===== config.mk =====
export PLATFORM = sky130hd
export DESIGN_NAME = sevseg_scan_sched
export DESIGN_NICKNAME = d
export VERILOG_FILES = /design/src/rtl/sevseg_scan_sched.sv
export SDC_FILE = /design/constraint.sdc
export NUM_CORES = 1
export LEC_CHECK = 0
export CORE_MARGIN = 2
export CORE_UTILIZATION = 46
export CTS_CLUSTER_DIAMETER = 100
export DETAILED_ROUTE_END_ITERATION = 16
export PLACE_DENSITY = 0.77
export SYNTH_ARGS = -nofsm -noshare
export SYNTH_HDL_FRONTEND = slang
export SYNTH_SLANG_ARGS = --single-unit

===== constraint.sdc =====
create_clock -name clk -period 3.55 [get_ports clk]
set_clock_uncertainty 0.1 [all_clocks]
set_input_delay 0.355 -clock clk [delete_from_list [all_inputs] [get_ports clk]]
set_output_delay 0.355 -clock clk [all_outputs]
set_load 0.01 [all_outputs]

===== src/rtl/sevseg_scan_sched.sv =====
// Scan scheduler and two-requester display arbiter for the 16-bit seven-segment controller.
// Optional macro SEVSEG_IDLE_BLANK_EN adds a registered 'blank' output, high while no one owns the display.
module sevseg_scan_sched #(
    parameter int PRESCALE = 100000,
    parameter int MIN_HOLD = 4
) (
    input  logic        clk,
    input  logic        rst,
    input  logic        req_a,
    input  logic [15:0] val_a,
    input  logic        req_b,
    input  logic [15:0] val_b,
    output logic        grant_a,
    output logic        grant_b,
    output logic [1:0]  owner,
    output logic [15:0] disp_val,
`ifdef SEVSEG_IDLE_BLANK_EN
    output logic        blank,
`endif
    output logic [1:0]  digit_sel,
    output logic        frame_tick
);

    localparam int PW = (PRESCALE > 1) ? $clog2(PRESCALE) : 1;
    localparam int HW = $clog2(MIN_HOLD + 1);
    localparam logic [PW-1:0] PRESC_LAST = PW'(PRESCALE - 1);
    localparam logic [HW-1:0] HOLD_MAX   = HW'(MIN_HOLD);

    // Encodings double as the owner output code.
    typedef enum logic [1:0] {
        S_IDLE  = 2'b00,
        S_OWN_A = 2'b01,
        S_OWN_B = 2'b10
    } state_t;

    logic [PW-1:0] r_presc;
    logic [1:0]    r_digit_sel;
    state_t        r_state, w_state_nxt;
    logic [15:0]   r_disp, w_disp_nxt;
    logic [HW-1:0] r_hold, w_hold_nxt;
    logic          r_last_b, w_last_b_nxt;
    logic          r_grant_a, w_grant_a_nxt;
    logic          r_grant_b, w_grant_b_nxt;
    logic          r_frame_tick;
    logic          r_blank;
    logic          w_slot_end, w_fb, w_hold_full, w_take_a, w_take_b;

    assign w_slot_end  = (r_presc == PRESC_LAST);
    assign w_fb        = w_slot_end && (r_digit_sel == 2'd3);
    assign w_hold_full = (r_hold == HOLD_MAX);

    // NOTE: async reset in the sensitivity list makes reset take effect immediately, mid-frame included.
    always_ff @(posedge clk or posedge rst) begin
        if (rst) begin
            r_presc     <= '0;
            r_digit_sel <= 2'd0;
        end else if (w_slot_end) begin
            r_presc     <= '0;
            r_digit_sel <= r_digit_sel + 2'd1;
        end else begin
            r_presc     <= r_presc + 1'b1;
        end
    end

    // NOTE: every signal gets a default before the case so no path can infer a latch.
    always_comb begin
        w_state_nxt   = r_state;
        w_disp_nxt    = r_disp;
        w_hold_nxt    = r_hold;
        w_last_b_nxt  = r_last_b;
        w_grant_a_nxt = 1'b0;
        w_grant_b_nxt = 1'b0;
        w_take_a      = 1'b0;
        w_take_b      = 1'b0;
        if (w_fb) begin
            case (r_state)
                S_IDLE: begin
                    if (req_a && (!req_b || r_last_b)) w_take_a = 1'b1;
                    else if (req_b)                    w_take_b = 1'b1;
                end
                S_OWN_A: begin
                    if (req_b && (!req_a || w_hold_full)) begin
                        w_take_b = 1'b1;
                    end else if (req_a) begin
                        w_disp_nxt = val_a;
                        if (!w_hold_full) w_hold_nxt = r_hold + 1'b1;
                    end else begin
                        w_state_nxt = S_IDLE;
                    end
                end
                S_OWN_B: begin
                    if (req_a && (!req_b || w_hold_full)) begin
                        w_take_a = 1'b1;
                    end else if (req_b) begin
                        w_disp_nxt = val_b;
                        if (!w_hold_full) w_hold_nxt = r_hold + 1'b1;
                    end else begin
                        w_state_nxt = S_IDLE;
                    end
                end
                default: w_state_nxt = S_IDLE;
            endcase

            if (w_take_a) begin
                w_state_nxt   = S_OWN_A;
                w_disp_nxt    = val_a;
                w_hold_nxt    = '0;
                w_last_b_nxt  = 1'b0;
                w_grant_a_nxt = 1'b1;
            end else if (w_take_b) begin
                w_state_nxt   = S_OWN_B;
                w_disp_nxt    = val_b;
                w_hold_nxt    = '0;
                w_last_b_nxt  = 1'b1;
                w_grant_b_nxt = 1'b1;
            end
        end
    end

    // NOTE: sequential state uses non-blocking assignments so all registers update from pre-edge values.
    always_ff @(posedge clk or posedge rst) begin
        if (rst) begin
            r_state      <= S_IDLE;
            r_disp       <= 16'h0000;
            r_hold       <= '0;
            r_last_b     <= 1'b1;
            r_grant_a    <= 1'b0;
            r_grant_b    <= 1'b0;
            r_frame_tick <= 1'b0;
            r_blank      <= 1'b1;
        end else begin
            r_state      <= w_state_nxt;
            r_disp       <= w_disp_nxt;
            r_hold       <= w_hold_nxt;
            r_last_b     <= w_last_b_nxt;
            r_grant_a    <= w_grant_a_nxt;
            r_grant_b    <= w_grant_b_nxt;
            r_frame_tick <= w_fb;
            r_blank      <= (w_state_nxt == S_IDLE);
        end
    end

    assign grant_a    = r_grant_a;
    assign grant_b    = r_grant_b;
    assign owner      = r_state;
    assign disp_val   = r_disp;
    assign digit_sel  = r_digit_sel;
    assign frame_tick = r_frame_tick;
`ifdef SEVSEG_IDLE_BLANK_EN
    assign blank      = r_blank;
`else
    logic w_unused_blank;
    assign w_unused_blank = r_blank;
`endif

endmodule


==> metrics.txt, run 1 <==
total CTS buffers=5; Req. time, crit path=3.62 ns; clk_lat worst skew=0.29 ns; CTS tree=done; initial core utilization=0.4703; clock transition at the registers of the reported paths=0.08 ns; Final Cycle Share=0.6346; layout cells sized above 1=0.06115; Layout Nets=317; final hold violation count=0; pre-CTS WS=1.216 ns; RSZ-0062 raised after global routing=false; Max Root-Sink Buffers=2; Avg Cell Area, Syn=10.06 um^2; Main synth FF type=dfrtp_1; syn_nets=258; Area Growth Syn to Fin=34.25%; pin count of the biggest net entering global routing=33; cells after synthesis=218; CP max FO=8; Synth Register Bits=44; count of final setup violators=0; post_cts resized=0; cts hold-fix bufs=0; clk root buf=clkbuf_8; via count=1,762; Cell Area, Synth=0.002192 mm^2; CP Class=flop to flop; IO buf count=58; Antenna Nets Post-Route=0; Cell Rows=25; Power per Cell Area=334.5 mW/mm^2; MaxCap Viol Count=0; first-pass GRT wire length=7.314 mm; Rel. slew slack=0.2035; critical path cell sequence=or4b_2, nor4_1, nand2_1, o21ai_0, o21ai_0; Leak=1.391 nW; Hold WC Path Type=flop to flop; Layout fillers=384; die area=0.005333 mm^2; clock sinks=44; postcts setup bufs=0; ANT cells=0; Slew @ Worst Pin=1.187 ns; Finished Core Util=0.6314; Yosys cell types=39; slowest CP cell=or4b_2; Final Wtd Congestion=0.7956; setup ws final=1.297 ns; Yosys warning total=0; sequential-to-total area share from yosys stat=0.5029; Final Cell Area=0.002943 mm^2; Total GRT Usage=0.1771; via density per instance=5.307; drt wl/cell=13.85 um; status=complete, no violations; drt drc=0; VDD IR max=0.1930 mV; async set-or-reset flop fraction in the synthesized netlist=1.000; CP arrival=2.33 ns; number of synthesized flops with an enable pin=0; Final Critical Period=2.253 ns; CTS H-Tree Depth=2; Top-Level Pins=59; Setup TNS Final=0 ns; f_max=443.9 MHz; gr ovfl total=0; critical path's largest stage delay=0.69 ns; hpwl dp=3.371 mm; Pins Over Slew Limit=0; dpl cell area=0.002816 mm^2; initial antenna violation count=0; Post-Route WL=4.599 mm; CP most frequent cell=o21ai_0; critical path launch point type=flop; Die X=73.03 um; vias in the first global route=1,643; First DRT Iteration DRCs=135; Crit. End Element=flop; core box area=0.004661 mm^2; TritonRoute pass-1 iters=4; die span in y=73.03 um
==> per-layer routing <==
metal / track usage / share of wire
met1: 0.2025 / 0.42
met2: 0.3143 / 0.50
met3: 0.03867 / 0.052
met4: 0.07819 / 0.025
met5: 0 / 0
==> layout make-up <==
type	instances	area, um^2	area share
clock buffers	7	96.34	0.03274
clock inverters	1	30.03	0.01020
inverters	6	22.52	0.007653
multi-input cells	159	1021	0.3469
flip-flops and latches	44	1102	0.3746
well taps	54	67.56	0.02296
repair buffers	61	603.1	0.2049
==> layout by cell type, fill, tap and decap left out, types with 2 or more instances in the layout <==
master and n:
and2_1 3, o21ai_0 8, inv_1 5, nor2b_1 2, clkdlybuf4s50_1 58, ha_1 4, nand4_1 5, nand2b_1 5
and3_1 4, buf_4 3, xnor2_1 6, nand2_1 17, or3_1 2, a31oi_1 2, nand3_1 10, a21oi_1 20
mux2i_1 17, clkbuf_8 7, dfrtp_1 43, nor2_1 25, nor3_1 5, xor2_1 8, nand4b_1 2
==> final timing paths <==
kind                               from           end  slack, ns  cells after the start
setup / recovery             r_presc[5]     r_hold[2]       1.30                      5
hold / removal             disp_val[15]  disp_val[15]       0.38                      2
setup reg to reg             r_presc[5]     r_hold[2]       1.30                      5
hold reg to reg            disp_val[15]  disp_val[15]       0.38                      2
max in group asynchronous           rst      r_last_b       2.14                      3
min in group asynchronous           rst   disp_val[4]       0.44                      2
==> cells in the mapped netlist, types with 2 or more instances <==
library cell,instances,area (um^2)
dfrtp_1,43,1076
nor2_1,25,93.84
a21oi_1,20,100.1
mux2i_1,17,170.2
nand2_1,17,63.81
nand3_1,10,50.05
o21ai_0,8,40.04
xor2_1,8,70.07
buf_2,6,30.03
inv_1,6,22.52
xnor2_1,6,52.55
nand2b_1,5,31.28
nand4_1,5,31.28
nor3_1,5,25.02
and3_1,4,25.02
ha_1,4,50.05
and2_1,3,18.77
a31oi_1,2,12.51
nand4b_1,2,17.52
nor2b_1,2,12.51
or3_1,2,12.51
==> registers in the layout (all words and copies together) (netlist names) <==
| register | cells |
|---|---|
| owner | 2 |
| frame_tick | 1 |
| r_hold | 3 |
| grant_b | 1 |
| disp_val | 16 |
| r_last_b | 1 |
| grant_a | 1 |
| digit_sel | 2 |
| r_presc | 17 |
==> through the flow <==
step | power [W] | hold slack, ns | cells
after floorplan | 0.0005407 | 0.3553 | 218
after global placement | 0.0005853 | 0.3616 | 324
after detailed placement | 0.0005861 | 0.3693 | 324
after CTS | 0.0009948 | 0.3872 | 332
after global routing | 0.001020 | 0.4045 | 332
final | 0.0009845 | 0.3817 | 332
==> worst max-delay path, delay by kind of cell (launching register included) <==
family	cells	cell delay [ns]
compound gates	2	0.27
simple gates	3	1.29
flops	1	0.48
==> logic make-up after synthesis <==
kind of cell,after synthesis,synth area share
simple gates,87,0.2095
xor+xnor,14,0.05594
fa+ha+maj,4,0.02283
mux,19,0.08790
compound gates,35,0.08962
flops,44,0.5029
buf+inv,15,0.03139
==> power breakdown <==
part / total (W) / switching (W) / internal, W / leakage (nW)
clock: 0.000409 / 0.000161 / 0.000248 / 0.0645
combinational: 0.0000742 / 0.0000287 / 0.0000455 / 0.729
sequential: 0.000501 / 0 / 0.000501 / 0.597
No activity file was read; power rests on OpenSTA's default activity.
==> run 2: changes to the inputs <==
Clock period 3.55 ns to 2.1 ns, I/O delays scaled along.
==> run 2 against run 1 <==
Hold slack got worse by 0.24 ns. Non-clock buffer count rose by 17. Core utilization rose by 3.9 points. Critical path depth fell by 1. Final cell count rose by 5.1%. Sequential power rose by 69%. Worst setup slack got worse by 1.2 ns. Routed wire length rose by 9.5%. Register-to-register slack got worse by 1.2 ns. Design area rose by 6.2%.
==> metrics.txt, run 2 (synthesis results as in run 1) <==
IO buf count=58 (unchanged); drt wl/cell=14.43 um (+4.1%); hpwl dp=3.564 mm (+5.7%); total CTS buffers=5 (unchanged); clk root buf=clkbuf_8; via count=1,849 (+4.9%); TritonRoute pass-1 iters=4 (unchanged); WL met2=2.649 mm (+16%); Rel. slew slack=0.7861 (+0.5826); f_max=492.6 MHz (+11%); drt drc=0 (unchanged); cts hold-fix bufs=0 (unchanged); cell total after placement=336 (+3.7%); ANT cells=0 (unchanged); Pins Over Slew Limit=0 (unchanged); Final Critical Period=2.030 ns (-0.2226 ns); status=complete, no violations; First DRT Iteration DRCs=192 (+42%); layout cells sized above 1=0.1322 (+0.07105); Slew @ Worst Pin=0.3209 ns (-0.8666 ns); CTS tree=done; commonest non-fill, non-tap cells in the layout=clkdlybuf4s50_1 (58), dfrtp_1 (43), nor2_1 (25); Leak=1.479 nW (+6.3%); die area=0.005333 mm^2 (unchanged); Area Growth Syn to Fin=42.52%; MaxCap Viol Count=0 (unchanged); Layout fillers=375 (-2.3%); core box area=0.004661 mm^2 (unchanged); Post-Route WL=5.035 mm (+9.5%); clock sinks=44 (unchanged); r2r worst-path depth=4 (-1); CP Class=flop to flop; Tot Pwr=0.001520 W (+54%); slowest CP cell=or4b_4; Final Non-Filler Cells=349 (+5.1%); CTS H-Tree Depth=2 (unchanged); VDD IR max=0.3455 mV (+79%); Hold WC Path Type=primary input to async pin; RSZ-0062 raised after global routing=false; vias in the first global route=1,730 (+5.3%); first-pass GRT wire length=7.534 mm (+3.0%); met3 WL=237 um (-1.7%); critical path's top delay family=simple AND/OR/NAND/NOR gates; max FFs per register=17 (unchanged); CP arrival=2.11 ns (-0.22 ns); gr ovfl total=0 (unchanged); clk_lat worst skew=0.30 ns (about the same); CP max FO=5 (-3); WP depth=4 (-1); clock transition at the registers of the reported paths=0.08 ns (about the same); critical path launch point type=flop; DR top layer=met4; pin count of the biggest net entering global routing=45 (+36%); count of final setup violators=0 (unchanged); Top-Level Pins=59 (unchanged); Req. time, crit path=2.18 ns (-1.44 ns); final hold violation count=0 (unchanged); Die X=73.03 um (unchanged); most common library cell in the layout ignoring fill and taps=clkdlybuf4s50_1; Antenna Nets Post-Route=0 (unchanged); most flop-heavy register=r_presc; Cell Rows=25 (unchanged); WL met1=2.075 mm (+6.4%); Final Cell Area=0.003124 mm^2 (+6.2%); Critical path origin=r_presc[8]; die span in y=73.03 um (unchanged); Crit path buffers/inverters=0 (unchanged); Total GRT Usage=0.1845 (+0.007495); Power per Cell Area=486.7 mW/mm^2 (+45%); dpl cell area=0.002932 mm^2 (+4.1%); hold slack=0.1453 ns (-0.2364 ns); Final Wtd Congestion=0.8363 (+5.1%); initial core utilization=0.4703 (unchanged); Layout Nets=334 (+5.4%); initial antenna violation count=0 (unchanged); critical path's largest stage delay=0.54 ns (-0.15 ns); Final Cycle Share=0.9667 (+0.3321); Crit. End Element=flop; FF-to-FF Start=r_presc[8]; via density per instance=5.298 (-0.17%); Max Root-Sink Buffers=2 (unchanged); critical path cell sequence=or4b_4, nor4_4, o2111ai_2, mux2_1
==> run 2: per-stage QoR <==
step                  util  setup TNS [ns]  worst slack [ns]
floorplan                -               0            0.1159
global placement    0.6290        -0.07385          -0.07385
detailed placement  0.6290         -0.1556           -0.1203
CTS                 0.6502               0           0.01851
global route        0.6703               0         0.0009932
finish              0.6703               0           0.06999
==> run 2: final timing paths <==
path	end	slack [ns]
setup reg to reg	owner[0]	0.07
hold reg to reg	r_presc[0]	0.39
hold / removal	disp_val[3]	0.15
max in group asynchronous	r_last_b	1.49
setup / recovery	owner[0]	0.07
min in group clk	r_presc[0]	0.39
==> run 2: report_power, final <==
part           leakage, nW  total [W]  internal (W)  switching, W
Clock               0.0510   0.000540      0.000262      0.000277
Combinational        0.831   0.000134     0.0000840     0.0000504
Sequential           0.597   0.000846      0.000846             0
Total                 1.48    0.00152       0.00119      0.000328
==> run 2: cell type report <==
type | count | area [um^2] | share of cell area
Multi-Input combinational cell | 159 | 1062 | 0.3400
Inverter | 6 | 22.52 | 0.007209
Timing Repair Buffer | 78 | 777.0 | 0.2487
Tap cell | 54 | 67.56 | 0.02163
Clock inverter | 2 | 10.01 | 0.003204
Sequential cell | 44 | 1102 | 0.3528
Clock buffer | 6 | 82.58 | 0.02643
==> run 2: worst register-to-register path, delay by kind of cell, from the launching register on <==
kind               cells  cell delay (ns)
AOI/OAI and AO/OA      1             0.20
DFF                    1             0.43
muxes                  1             0.35
and+or+nand+nor        2             0.84
==> run 2: timing repair <==
action | in CTS | in global routing
cloned | 0 | 1
gates resized for setup | 1 | 9
pin swaps | 0 | 1
endpoints found under the setup margin | 3 | 20
buffers inserted | 0 | 4
==> run 2: layer usage <==
metal / up-vias / track usage
met4: 0 / 0.06790
met5: - / 0
met1: 885 / 0.2139
li1: 910 / -
met2: 45 / 0.3243
met3: 9 / 0.04972
